--- config.mk ---
export PLATFORM = sky130hd
export DESIGN_NAME = weight_mux_sweep_nto1
export DESIGN_NICKNAME = d
export VERILOG_FILES = /design/src/rtl/weight_mux_pkg.sv /design/src/rtl/word_select_nto1.sv /design/src/rtl/weight_mux_sweep_nto1.sv
export SDC_FILE = /design/constraint.sdc
export NUM_CORES = 1
export LEC_CHECK = 0
export CAP_MARGIN = 30
export CORE_MARGIN = 2
export CORE_UTILIZATION = 35
export CTS_CLUSTER_DIAMETER = 120
export DETAILED_ROUTE_END_ITERATION = 8
export PLACE_DENSITY = 0.69
export REMOVE_ABC_BUFFERS = 1
export SLEW_MARGIN = 25
export SYNTH_ARGS = -nofsm -noshare
export SYNTH_HDL_FRONTEND = slang
export SYNTH_SLANG_ARGS = --single-unit
--- constraint.sdc ---
create_clock -name clk -period 2.9 [get_ports clk]
set_clock_uncertainty 0.1 [all_clocks]
set_input_delay 0.58 -clock clk [delete_from_list [all_inputs] [get_ports clk]]
set_output_delay 0.58 -clock clk [all_outputs]
set_load 0.02 [all_outputs]
--- src/rtl/weight_mux_pkg.sv ---
// Shared types and width helpers for the weight-proxy word multiplexer.
package weight_mux_pkg;

    typedef enum logic {
        IDLE  = 1'b0,
        SWEEP = 1'b1
    } state_t;

    // Width of a select value. It is never narrower than one bit.
    function automatic int sel_width(input int n);
        return (n > 2) ? $clog2(n) : 1;
    endfunction

    // The sweep index must be able to hold NUM_INPUTS itself.
    // That value means every word has been handed out.
    function automatic int idx_width(input int n);
        return $clog2(n + 1);
    endfunction

endpackage

--- src/rtl/word_select_nto1.sv ---
// Combinational indexed word pick from a packed bus.
// An index past the last word returns zero.
module word_select_nto1
    import weight_mux_pkg::*;
#(
    parameter int NUM_WORDS = 4,
    parameter int WORD_SIZE = 16,
    parameter int IDX_W     = 2
) (
    input  logic [NUM_WORDS*WORD_SIZE-1:0] bus,
    input  logic [IDX_W-1:0]               idx,
    output logic [WORD_SIZE-1:0]           word
);

    always_comb begin
        // NOTE: assign a default first so every path drives word and no latch is inferred.
        word = '0;
        for (int k = 0; k < NUM_WORDS; k++) begin
            if (idx == IDX_W'(k)) word = bus[k*WORD_SIZE +: WORD_SIZE];
        end
    end

endmodule

--- src/rtl/weight_mux_sweep_nto1.sv ---
// Registered N-to-1 word mux with a valid/ready output stage and a full-bus SWEEP mode.
// Optional SEL_RANGE_CHECK_EN rejects out-of-range select loads and pulses sel_err.
module weight_mux_sweep_nto1
    import weight_mux_pkg::*;
#(
    parameter  int NUM_INPUTS = 4,
    parameter  int WORD_SIZE  = 16,
    localparam int SEL_W      = sel_width(NUM_INPUTS)
) (
    input  logic                            clk,
    input  logic                            rst,
    input  logic [NUM_INPUTS*WORD_SIZE-1:0] in_bus,
    input  logic                            in_valid,
    output logic                            in_ready,
    input  logic [SEL_W-1:0]                sel_in,
    input  logic                            sel_load,
    input  logic                            sweep_start,
    output logic [WORD_SIZE-1:0]            out_data,
    output logic                            out_valid,
    input  logic                            out_ready,
    output logic                            out_last,
    output logic                            sweep_busy
`ifdef SEL_RANGE_CHECK_EN
    ,
    output logic                            sel_err
`endif
);

    localparam int               IDX_W    = idx_width(NUM_INPUTS);
    localparam logic [IDX_W-1:0] IDX_END  = IDX_W'(NUM_INPUTS);
    localparam logic [IDX_W-1:0] IDX_LAST = IDX_W'(NUM_INPUTS - 1);

    state_t                          state, state_next;
    logic [SEL_W-1:0]                sel_reg;
    logic [IDX_W-1:0]                idx;
    logic [NUM_INPUTS*WORD_SIZE-1:0] snapshot;
    logic [WORD_SIZE-1:0]            direct_word;
    logic [WORD_SIZE-1:0]            sweep_word;
    logic                            pop;
    logic                            accept;
    logic                            start_sweep;
    logic                            capture;

    word_select_nto1 #(
        .NUM_WORDS(NUM_INPUTS), .WORD_SIZE(WORD_SIZE), .IDX_W(SEL_W)
    ) u_direct_sel (
        .bus (in_bus),
        .idx (sel_reg),
        .word(direct_word)
    );

    word_select_nto1 #(
        .NUM_WORDS(NUM_INPUTS), .WORD_SIZE(WORD_SIZE), .IDX_W(IDX_W)
    ) u_sweep_sel (
        .bus (snapshot),
        .idx (idx),
        .word(sweep_word)
    );

    assign pop         = out_valid & out_ready;
    assign accept      = in_valid & in_ready;
    assign start_sweep = accept & sweep_start;
    assign capture     = accept & ~sweep_start;

    always_ff @(posedge clk or posedge rst) begin
        // NOTE: sequential state uses non-blocking assignments so all registers see pre-edge values.
        if (rst) state <= IDLE;
        else     state <= state_next;
    end

    always_comb begin
        state_next = state;
        case (state)
            IDLE:    if (start_sweep) state_next = SWEEP;
            SWEEP:   if (pop && idx == IDX_END) state_next = IDLE;
            default: state_next = IDLE;
        endcase
    end

    always_comb begin
        in_ready   = 1'b0;
        sweep_busy = 1'b0;
        case (state)
            IDLE:    in_ready   = ~out_valid | out_ready;
            SWEEP:   sweep_busy = 1'b1;
            default: ;
        endcase
    end

    // Output stage. A sweep streams from the snapshot, so live in_bus changes are ignored.
    always_ff @(posedge clk or posedge rst) begin
        if (rst) begin
            out_data  <= '0;
            out_valid <= 1'b0;
            out_last  <= 1'b0;
            idx       <= '0;
            snapshot  <= '0;
        end else begin
            case (state)
                IDLE: begin
                    if (start_sweep) begin
                        snapshot  <= in_bus;
                        out_data  <= in_bus[WORD_SIZE-1:0];
                        out_valid <= 1'b1;
                        out_last  <= (NUM_INPUTS == 1);
                        idx       <= IDX_W'(1);
                    end else if (capture) begin
                        out_data  <= direct_word;
                        out_valid <= 1'b1;
                        out_last  <= 1'b0;
                    end else if (pop) begin
                        out_valid <= 1'b0;
                        out_last  <= 1'b0;
                    end
                end
                SWEEP: begin
                    if (pop) begin
                        if (idx == IDX_END) begin
                            out_valid <= 1'b0;
                            out_last  <= 1'b0;
                            idx       <= '0;
                        end else begin
                            out_data <= sweep_word;
                            out_last <= (idx == IDX_LAST);
                            idx      <= idx + IDX_W'(1);
                        end
                    end
                end
                default: ;
            endcase
        end
    end

`ifdef SEL_RANGE_CHECK_EN
    localparam logic [SEL_W:0] SEL_LIMIT = (SEL_W + 1)'(NUM_INPUTS);

    logic sel_in_range;
    assign sel_in_range = {1'b0, sel_in} < SEL_LIMIT;

    always_ff @(posedge clk or posedge rst) begin
        if (rst) begin
            sel_reg <= '0;
            sel_err <= 1'b0;
        end else begin
            sel_err <= sel_load & ~sel_in_range;
            if (sel_load && sel_in_range) sel_reg <= sel_in;
        end
    end
`else
    always_ff @(posedge clk or posedge rst) begin
        if (rst)           sel_reg <= '0;
        else if (sel_load) sel_reg <= sel_in;
    end
`endif

endmodule

-- Word-level counts from Yosys, hierarchy flattened
Index checks and enable logic that the tools add are counted.
- register bits: 88
- input bits: 72
- output and inout bits: 20
- logic and storage cells: 70
- add/subtract/negate cells: 1
- equal/unequal tests: 13
- muxes and demuxes: 33
- bitwise gates (word level): 8
- reduce and logical (&&, ||, !) cells: 8
- operators by type and width (kind ; number):
    $mux 16 ; 12
    $pmux 16 s2 ; 1
    $mux 1 ; 13
    $mux 3 ; 3
    $eq 3x2->1 const B ; 2
    $pmux 1 s2 ; 3
    $pmux 3 s2 ; 1
    $reduce_and 2->1 ; 3
    $reduce_and 3->1 ; 2
    $and 1x1->1 ; 4
    $eq 2x2->1 const B ; 2
    $ne 2x1->1 const B ; 2
    $ne 2x2->1 const B ; 2
    $ne 4x4->1 const B ; 1
    $add 3x1->3 const B ; 1
    $eq 3x1->1 const B ; 1
    $eq 3x3->1 const B ; 1
    $logic_not 3->1 ; 1
    $ne 3x3->1 const B ; 1
    $not 1->1 ; 3
    $eq 2x1->1 const B ; 1
    $logic_not 2->1 ; 1
    $logic_and 1x1->1 ; 1
    $or 1x1->1 ; 1

-- Logic depth before layout (Yosys ltp)
Gate-level depths: netlist of run 1.
- depth in word-level cells: 8
- depth in mapped cells: 9
- mapped depth without buffers: 7

-- Hierarchy
Synthesis of run 1 repeated with hierarchy kept, for this count alone.
- cells, all modules: 486
- area, all modules: 4684.5 um^2
- by module, submodules not included (module ; instances ; cells each ; area each (um^2)):
    weight_mux_sweep_nto1 ; 1 ; 408 ; 3753.6
    word_select_nto1 (u_sweep_sel) ; 1 ; 58 ; 506.7
    word_select_nto1 (u_direct_sel) ; 1 ; 20 ; 424.2

-- Worst setup path after synthesis of run 1
No wires, ideal clock.
- path kind: register -> register
- start point: register idx[2]
- end point: register out_data[3]
- library setup time: 0.150 ns
- data arrival time: 1.711 ns
- slack: 0.939 ns
- stages on the path, launching flop included: 10
- path buffers: 3
- clock period less this slack: 1.961 ns
- path through: dfrtp_1 inv_1 clkbuf_1 ha_1 clkbuf_1 nor2_1 buf_2 o211ai_1 nand3_1 a41oi_1
- word-level cells in the longest chain between the ends: 8
- ends and longest elaborated chain (element ; RTL line ; source):
    start: declaration ; weight_mux_sweep_nto1.sv:35 ; logic [IDX_W-1:0] idx;
    start signal: assignment ; weight_mux_sweep_nto1.sv:125 ; idx <= idx + IDX_W'(1);
    $logic_not 3->1 ; word_select_nto1.sv:19 ; if (idx == IDX_W'(k)) word = bus[k*WORD_SIZE +: WORD_SIZE];
    $mux 16 (4 in a row) ; word_select_nto1.sv:19 ;
    $mux 16 ; weight_mux_sweep_nto1.sv:118 ; if (idx == IDX_END) begin
    $mux 16 ; weight_mux_sweep_nto1.sv:117 ; if (pop) begin
    $pmux 16 s2 ; weight_mux_sweep_nto1.sv:99 ; case (state)
    end signal: assignment ; weight_mux_sweep_nto1.sv:103 ; out_data <= in_bus[WORD_SIZE-1:0];
    end signal: assignment ; weight_mux_sweep_nto1.sv:108 ; out_data <= direct_word;
    end signal: assignment ; weight_mux_sweep_nto1.sv:123 ; out_data <= sweep_word;
    end: declaration ; weight_mux_sweep_nto1.sv:18 ; output logic [WORD_SIZE-1:0] out_data,
Several ways; a longest one is shown, not always the timed one. The select of a mux whose other input is x is not followed.
A chain may end at the register's enable or synchronous reset.

-- Worst setup path in the final report of run 1
- start point: input port out_ready
- end point: output port in_ready
- word-level cells in the longest chain between the ends: 2
- ends and longest elaborated chain (element ; RTL line ; source):
    start: declaration ; weight_mux_sweep_nto1.sv:20 ; input logic out_ready,
    $or 1x1->1 ; weight_mux_sweep_nto1.sv:84 ; IDLE: in_ready = ~out_valid | out_ready;
    $mux 1 ; weight_mux_sweep_nto1.sv:83 ; case (state)
    end: declaration ; weight_mux_sweep_nto1.sv:14 ; output logic in_ready,
No other way between the ends.

==> results.yml, run 1 <==
run_status:
  run_status: "completed"
clock_network:
  clock_tree.buffer_depth: 2
  cts_tree: "built"
  hold_buffers: 0
  cts_clk_pin_slew_worst_paths_ps: 60
  root_buffer: "sky130_fd_sc_hd__clkbuf_16"
  numClockSinks: 88
  cts_resized: 0
  worst_skew_pair.late_latency_ps: 350
  postCtsSetupBuffers: 0
  cts.htree.levels: 3
  cts_buffers: 9
drt:
  antenna_left: 0
  detailedRoute.firstPassIterationCount: 5
  detailroute.via_count: 4107
  route.detailed.wl_per_inst_microns: 16.23
  remaining_drc_errors: 0
  vias_per_cell: 5.179
  drtIter0Drc: 189
  detail_route.wirelength_mm: 12.87
worst_setup_path:
  end_kind: "output port"
  critical_path_buf_inv_count: 2
  critPathMaxStageDelay_ps: 610
  timing.critical_path.max_delay_family: "buffers and inverters"
  worstReg2RegEnd: "out_data[8]"
  worst_setup_path_start_kind: "primary input"
  worst_path_max_delay_cell: "sky130_fd_sc_hd__clkdlybuf4s50_1"
  worst_r2r_path_depth: 6
  register_to_register_path_setup_slack_ps: 770
  critical_path.most_common_cell: "sky130_fd_sc_hd__clkdlybuf4s50_1"
  worstPathArrival_ps: 2030
  timing_worst_setup_path_type: "in -> out"
  cp_cell_sequence: "clkdlybuf4s50_1 -> nand2b_1 -> nor2b_1 -> clkdlybuf4s50_1"
  worst_ep_required_time_ps: 2220
  crit_fanout: 4
  regToRegStartpoint: "state"
cells_and_area:
  final.fill_count: 1276
  finish.instance_area_sq_mm: 0.005963
  num-nets-final: 693
  area_occupied_by_multi_input_gates_sq_mm: 0.002165
  biggestRegsByFlops: "snapshot x64, out_data x16, idx x3"
  drive_gt1_share_pct: 9.018
  largest_register_ffs: 64
  layout_commonest_cell: "sky130_fd_sc_hd__nand2_1"
  largest_register: "snapshot"
  seqCellArea_sq_mm: 0.002202
  layout.cells.most_common_list: "sky130_fd_sc_hd__nand2_1 (260), sky130_fd_sc_hd__clkdlybuf4s50_1 (91), sky130_fd_sc_hd__dfrtp_1 (88)"
  area_growth_pct: 30.04
  antennaDiodeCount: 0
min_path:
  holdPathEnd: "snapshot[45]"
  hold_path_class: "reg -> reg"
  min_delay_path_depth: 2
  holdCritStartpoint: "snapshot[45]"
grt:
  via_count_of_the_first_global_routing_pass: 4233
  globalRouteOverflowTotal: 0
  grt_max_degree: 66
  grt_antenna_before_repair: 0
  grt_pass1_wl_mm: 21.14
  track_usage_pct: 19.14
timing:
  rsz0062_at_grt: "no"
  report.final.hold_viol_count: 0
  max_slew.worst_pin.slew_ps: 953.5
  timing.final.crit_period_ps: 2711
  finalSetupTns_ps: 0
  post-route-worst-setup-slack_ps: 189.4
  report.final.setup_viol: 0
  fin_crit_sh_pct: 93.47
  slew-limit-headroom_pct: 36.43
  hold-worst-slack_ps: 371.4
  fmax_mhz: 368.9
  count_of_pins_over_their_slew_limit: 0
power:
  swShare_pct: 40.65
  pwr_density_cell_mw_per_mm2: 1041
  internal-power_mw: 3.684
  pwr-share-seq_pct: 36.2
  p_total_mw: 6.207
  combinational_fraction_of_design_power_pct: 45.1
  p_sw_mw: 2.523
  p_leak_nw: 2.646
  max-vdd-ir-drop_mv: 0.3654
  p_clk_share_pct: 18.7
synth:
  synthesis.area_sq_mm: 0.004586
  ys_ff_latch: 88
  yosys_warnings: 0
  syn-instance-count: 536
  synth.yosys.seq_area_share_pct: 48.02
  synthesis.area_per_instance_sq_um: 8.555
  post_synth_num_cell_types: 31
placed_design:
  port-buffer-count: 91
  routabilityCongestion: 0.7992
  pre_cts_ws_ps: 191.2
  dpl_cell_area_sq_mm: 0.005674
  dp_hpwl_mm: 8.563
floorplanning:
  core_region_area_sq_mm: 0.01272
  ports_placed_on_the_boundary: 92
  dieHeight_microns: 118.5
  floorplan.rows: 41
  initial_utilization_pct: 36.04
  chipWidth_microns: 118.5
  floorplan.die_area_sq_mm: 0.01403
flow_run:
  max-cap-violations: 0
## layout make-up
cell class                 instances  share of cell area [%]
clock buffer                      10                   3.840
clock inverter                     6                   1.007
inverter                           6                  0.3987
multi-input combinational        404                   36.30
sequential                        88                   36.93
tap                              172                   3.609
timing repair buffer             107                   17.92
## synth_stat cells
cell	number	area, sq um
sky130_fd_sc_hd__o31a_1	1	8.760
sky130_fd_sc_hd__buf_2	7	35.03
sky130_fd_sc_hd__a22o_1	2	17.52
sky130_fd_sc_hd__o211ai_1	15	112.6
sky130_fd_sc_hd__nand2_1	260	975.9
sky130_fd_sc_hd__a31oi_1	2	12.51
sky130_fd_sc_hd__nand2b_1	1	6.260
sky130_fd_sc_hd__and2_1	1	6.260
sky130_fd_sc_hd__inv_1	6	22.52
sky130_fd_sc_hd__nand3_1	17	85.08
sky130_fd_sc_hd__nor2b_1	2	12.51
sky130_fd_sc_hd__mux2_2	2	22.52
sky130_fd_sc_hd__nor2_1	18	67.56
sky130_fd_sc_hd__o21ai_1	3	15.01
sky130_fd_sc_hd__buf_4	9	67.56
sky130_fd_sc_hd__nor2_8	1	20.02
sky130_fd_sc_hd__clkbuf_1	17	63.81
sky130_fd_sc_hd__nor3_1	1	5.000
sky130_fd_sc_hd__a32o_1	1	10.01
sky130_fd_sc_hd__a41oi_1	14	122.6
sky130_fd_sc_hd__dfrtp_1	88	2202
sky130_fd_sc_hd__ha_1	5	62.56
sky130_fd_sc_hd__a21o_1	1	7.510
sky130_fd_sc_hd__a22oi_1	3	22.52
sky130_fd_sc_hd__mux4_2	16	360.4
sky130_fd_sc_hd__buf_6	3	33.78
sky130_fd_sc_hd__nor2b_4	1	13.76
sky130_fd_sc_hd__a21oi_1	4	20.02
sky130_fd_sc_hd__buf_1	2	7.510
sky130_fd_sc_hd__o21ai_0	32	160.2
sky130_fd_sc_hd__and3_1	1	6.260
## worst max-delay path by stage
stage / start / depth (start not counted) / end / slack (ps)
finish: out_ready / 4 / in_ready / 190
global route: out_ready / 4 / in_ready / 100
CTS: out_ready / 4 / in_ready / 180
detailed placement: out_ready / 4 / in_ready / 190
global placement: out_ready / 4 / in_ready / 190
floorplan: state / 4 / idx[1] / -100
## worst register-to-register path, cell delays in order (launching register included)
cell and delay (ps):
sky130_fd_sc_hd__dfrtp_1 670, sky130_fd_sc_hd__buf_4 390, sky130_fd_sc_hd__a21oi_1 130, sky130_fd_sc_hd__nor2_2 120
sky130_fd_sc_hd__buf_4 350, sky130_fd_sc_hd__nor2_1 100, sky130_fd_sc_hd__a41oi_1 190
## per-stage QoR
stage               utilization, %  std cells
floorplan                        -        498
detailed placement           44.60        777
CTS                          46.87        793
global route                 46.87        793
global placement             44.60        777
finish                       46.87        793
## cells by family after synthesis
kind of cell	synth area share, %
AOI/OAI and AO/OA	11.11
adders and majority gates	1.364
buffers and inverters	5.020
DFF	48.02
muxes	8.349
and+or+nand+nor	26.14
## per-layer routing
metal / track usage [%] / vias to the layer above / share of wire [%]
met5: 0 / - / 0
met4: 7.143 / 0 / 1.7
met3: 3.909 / 21 / 6.4
met2: 30.56 / 156 / 47
met1: 25.75 / 1986 / 45
li1: - / 1944 / -
## power groups by stage
stage	logic [mW]	registers, mW	clock network [mW]
finish	2.80	2.25	1.16
global route	3.12	2.32	1.23
CTS	2.82	2.24	1.17
detailed placement	2.81	2.26	0
global placement	2.70	2.23	0
floorplan	1.54	2.35	0
Power figures use the tool's default switching activity.
==> inputs of run 2 (changes only) <==
RECOVER_POWER = 100   (was default)
==> run 2 against run 1 <==
Against the previous run: die area unchanged; sequential share of layout area up 0.30 points; fmax about the same; wire length up 0.26%; total power down 1.2%; via count about the same; highest routed layer unchanged; sequential power about the same; global-route usage unchanged; clock power about the same; register-to-register slack worse by 400 ps; final cell count unchanged; largest power group unchanged; clock-buffer cell count unchanged.
==> results.yml, run 2 (synthesis results as in run 1) <==
min_path:
  holdCritStartpoint: "snapshot[45]"
  min_delay_path_depth: 2
  holdPathEnd: "snapshot[45]"
  hold_path_class: "reg -> reg"
timing:
  report.final.setup_viol: 0
  count_of_pins_over_their_slew_limit: 0
  timing.final.crit_period_ps: 2708
  slew-limit-headroom_pct: 12.71
  post-route-worst-setup-slack_ps: 191.7
  fin_crit_sh_pct: 93.39
  max_slew.worst_pin.slew_ps: 1309
  rsz0062_at_grt: "no"
  fmax_mhz: 369.2
  report.final.hold_viol_count: 0
grt:
  globalRouteOverflowTotal: 0
  grt_antenna_before_repair: 0
  grt_pass1_wl_mm: 21.14
  via_count_of_the_first_global_routing_pass: 4233
  grt_max_degree: 66
  track_usage_pct: 19.14
cells_and_area:
  drive_gt1_share_pct: 8.374
  final_cells: 793
  biggestRegsByFlops: "snapshot x64, out_data x16, idx x3"
  num-nets-final: 693
  layout_commonest_cell: "sky130_fd_sc_hd__nand2_1"
  seqCellArea_sq_mm: 0.002202
  largest_register_ffs: 64
  area_occupied_by_multi_input_gates_sq_mm: 0.002163
  layout.cells.most_common_list: "sky130_fd_sc_hd__nand2_1 (260), sky130_fd_sc_hd__dfrtp_1 (88), sky130_fd_sc_hd__clkdlybuf4s50_1 (70)"
  final.fill_count: 1287
  antennaDiodeCount: 0
  fin_util_pct: 46.50
  largest_register: "snapshot"
  area_growth_pct: 29.00
clock_network:
  worst_skew_pair.late_latency_ps: 350
  cts.htree.levels: 3
  postCtsSetupBuffers: 0
  hold_buffers: 0
  clock_tree.buffer_depth: 2
  cts_tree: "built"
  cts_buffers: 9
  cts_resized: 0
  root_buffer: "sky130_fd_sc_hd__clkbuf_16"
  numClockSinks: 88
  cts_clk_pin_slew_worst_paths_ps: 60
worst_setup_path:
  worst_setup_path_start_kind: "primary input"
  worst_r2r_path_depth: 5
  crit_fanout: 4
  register_to_register_path_setup_slack_ps: 370
  worstPathArrival_ps: 2030
  timing_worst_setup_path_type: "in -> out"
  regToRegStartpoint: "state"
  worstReg2RegEnd: "out_data[3]"
  worst_setup_path_startpoint: "out_ready"
  worst_ep_required_time_ps: 2220
  end_kind: "output port"
drt:
  detailroute.via_count: 4111
  detail_route.wirelength_mm: 12.91
  route.detailed.wl_per_inst_microns: 16.27
  antenna_left: 0
  detailedRoute.firstPassIterationCount: 5
  drtIter0Drc: 238
  vias_per_cell: 5.184
  remaining_drc_errors: 0
floorplanning:
  chipWidth_microns: 118.5
  initial_utilization_pct: 36.04
  ports_placed_on_the_boundary: 92
  dieHeight_microns: 118.5
  floorplan.die_area_sq_mm: 0.01403
  core_region_area_sq_mm: 0.01272
  floorplan.rows: 41
power:
  p_leak_nw: 2.620
  p_clk_share_pct: 18.8
  internal-power_mw: 3.617
  p_total_mw: 6.132
  pwr-share-seq_pct: 36.5
  combinational_fraction_of_design_power_pct: 44.6
  max-vdd-ir-drop_mv: 0.3677
  swShare_pct: 41.00
  p_sw_mw: 2.514
  pwr_density_cell_mw_per_mm2: 1036
placed_design:
  routabilityCongestion: 0.7992
  pre_cts_ws_ps: 191.2
  post-place-cells: 777
  port-buffer-count: 91
  dp_hpwl_mm: 8.563
flow_run:
  max-cap-violations: 0
run_status:
  run_status: "completed"
[run 2: layout make-up]
class / count / share of cell area [%]
Timing Repair Buffer: 107 / 17.28
Clock buffer: 10 / 3.871
Inverter: 6 / 0.4019
Tap cell: 172 / 3.638
Multi-Input combinational cell: 404 / 36.57
Sequential cell: 88 / 37.23
Clock inverter: 6 / 1.015
[run 2: layer usage]
| layer | track usage (%) | wire [microns] |
|---|---|---|
| met1 | 25.75 | 5700 |
| met2 | 30.56 | 6079 |
| met3 | 3.909 | 924 |
| met4 | 7.143 | 201 |
| met5 | 0 | 0 |
[run 2: worst max-delay path, cell delays in order]
cell and delay (ps):
sky130_fd_sc_hd__clkdlybuf4s50_1 510, sky130_fd_sc_hd__nand2b_1 180, sky130_fd_sc_hd__nor2b_1 140, sky130_fd_sc_hd__clkdlybuf4s50_1 610
[run 2: worst max path at each step]
| stage | to | slack, ps | cells past startpoint |
|---|---|---|---|
| after floorplan | idx[1] | -100 | 4 |
| after global placement | in_ready | 190 | 4 |
| after detailed placement | in_ready | 190 | 4 |
| after CTS | in_ready | 180 | 4 |
| after global routing | in_ready | 100 | 4 |
| final | in_ready | 190 | 4 |
[run 2: power groups by stage]
stage	Combinational, mW	Clock, mW	Sequential (mW)
global placement	2.70	0	2.23
global route	3.05	1.23	2.32
finish	2.74	1.16	2.24
floorplan	1.54	0	2.35
detailed placement	2.81	0	2.26
CTS	2.82	1.17	2.24
[run 2: metrics by stage]
stage | area [sq um] | hold WS (ps) | setup TNS, ps
2_1_floorplan | 4378 | 340.3 | -5995
3_3_place_gp | 5674 | 351.6 | 0
3_5_place_dp | 5674 | 357.4 | 0
4_1_cts | 5963 | 373.1 | 0
5_1_grt | 5916 | 389.0 | 0
6_report | 5916 | 370.5 | 0
==> inputs of run 3 (changes only) <==
CORE_UTILIZATION = 47   (was 35)
PLACE_DENSITY = 0.86   (was 0.69)
==> run 3 against run 2 <==
Against the previous run: clock-buffer cell count grew 2; worst setup slack better by 17 ps; wire length down 2.7%; critical path depth unchanged; fmax up 0.64%; total power shrank 5.2%; clock power is 26% lower; largest power group unchanged; highest routed layer unchanged.
==> results.yml, run 3 (synthesis results as in run 1) <==
run_status:
  run_status: "completed"
clock_network:
  clock_tree.buffer_depth: 2
  postCtsSetupBuffers: 0
  worst_skew_pair.late_latency_ps: 360
  root_buffer: "sky130_fd_sc_hd__clkbuf_8"
  cts.htree.levels: 3
  hold_buffers: 0
  cts_buffers: 9
  cts_clk_pin_slew_worst_paths_ps: 80
  cts_resized: 0
  numClockSinks: 88
  cts_tree: "built"
worst_setup_path:
  worstPathArrival_ps: 2010
  end_kind: "output port"
  worst_r2r_path_depth: 5
  register_to_register_path_setup_slack_ps: 340
  crit_fanout: 4
  worst_ep_required_time_ps: 2220
  worst_setup_path_startpoint: "out_ready"
  regToRegStartpoint: "state"
  worstReg2RegEnd: "out_data[12]"
  worst_setup_path_start_kind: "primary input"
  timing_worst_setup_path_type: "in -> out"
grt:
  track_usage_pct: 24.99
  grt_pass1_wl_mm: 20.07
  grt_max_degree: 69
  via_count_of_the_first_global_routing_pass: 4263
  globalRouteOverflowTotal: 0
  grt_antenna_before_repair: 0
cells_and_area:
  biggestRegsByFlops: "snapshot x64, out_data x16, idx x3"
  layout_commonest_cell: "sky130_fd_sc_hd__nand2_1"
  drive_gt1_share_pct: 8.052
  largest_register: "snapshot"
  num-nets-final: 693
  finish.instance_area_sq_mm: 0.005789
  seqCellArea_sq_mm: 0.002202
  layout.cells.most_common_list: "sky130_fd_sc_hd__nand2_1 (260), sky130_fd_sc_hd__dfrtp_1 (88), sky130_fd_sc_hd__clkdlybuf4s50_1 (70)"
  area_growth_pct: 26.25
  largest_register_ffs: 64
  antennaDiodeCount: 0
  fin_util_pct: 60.06
  area_occupied_by_multi_input_gates_sq_mm: 0.002162
  final.fill_count: 869
placed_design:
  dpl_cell_area_sq_mm: 0.005623
  dp_hpwl_mm: 8.216
  pre_cts_ws_ps: 124.2
  routabilityCongestion: 0.8738
  port-buffer-count: 91
timing:
  report.final.setup_viol: 0
  fin_crit_sh_pct: 92.79
  post-route-worst-setup-slack_ps: 209.0
  report.final.hold_viol_count: 0
  timing.final.crit_period_ps: 2691
  slew-limit-headroom_pct: 37.20
  fmax_mhz: 371.6
  finalSetupTns_ps: 0
  rsz0062_at_grt: "no"
  max_slew.worst_pin.slew_ps: 936.9
  count_of_pins_over_their_slew_limit: 0
power:
  p_leak_nw: 2.577
  max-vdd-ir-drop_mv: 0.4343
  pwr_density_cell_mw_per_mm2: 1004
  p_total_mw: 5.813
drt:
  detailedRoute.firstPassIterationCount: 5
  antenna_left: 0
  drtIter0Drc: 306
  vias_per_cell: 5.552
  detail_route.wirelength_mm: 12.55
  remaining_drc_errors: 0
  detailroute.via_count: 4186
  route.detailed.wl_per_inst_microns: 16.65
floorplanning:
  floorplan.die_area_sq_mm: 0.01056
  ports_placed_on_the_boundary: 92
  dieHeight_microns: 102.8
  chipWidth_microns: 102.8
  floorplan.rows: 36
  core_region_area_sq_mm: 0.009639
  initial_utilization_pct: 47.57
min_path:
  hold_path_class: "reg -> reg"
  holdCritStartpoint: "snapshot[34]"
  min_delay_path_depth: 2
  holdPathEnd: "snapshot[34]"
flow_run:
  max-cap-violations: 0
## run 3: critical path: stages
cell and delay (ps):
sky130_fd_sc_hd__clkdlybuf4s50_1 500, sky130_fd_sc_hd__nand2b_1 180, sky130_fd_sc_hd__nor2b_1 140, sky130_fd_sc_hd__clkdlybuf4s50_1 610
## run 3: worst max-delay path by stage
stage          slack [ps]            to
3_5_place_dp          120  out_data[12]
4_1_cts               200      in_ready
6_report              210      in_ready
3_3_place_gp          210      in_ready
2_1_floorplan        -100        idx[1]
5_1_grt                50  out_data[12]
## run 3: per-stage QoR
stage	hold WS [ps]	std cells
floorplan	340.3	498
global placement	352.7	738
detailed placement	357.5	738
CTS	376.5	754
global route	401.9	754
finish	376.0	754
## run 3: per-layer routing
metal / wire [microns] / GRT usage (%) / up-vias
met5: 0 / 0 / -
met2: 6261 / 42.08 / 204
li1: - / - / 1946
met4: 312 / 10.12 / 0
met3: 1077 / 6.034 / 34
met1: 4900 / 31.15 / 2002
## run 3: cell type report
class                      count  share of cell area [%]
clock buffer                  12                   2.507
clock inverter                 4                  0.9293
inverter                       6                  0.4106
multi-input combinational    404                   37.35
sequential                    88                   38.04
tap                          133                   2.874
timing repair buffer         107                   17.89
## run 3: where the power goes
| group | internal (mW) | switching, mW | total (mW) |
|---|---|---|---|
| sequential | 1.85 | 0.393 | 2.24 |
| combinational | 1.09 | 1.63 | 2.71 |
| clock | 0.424 | 0.435 | 0.860 |
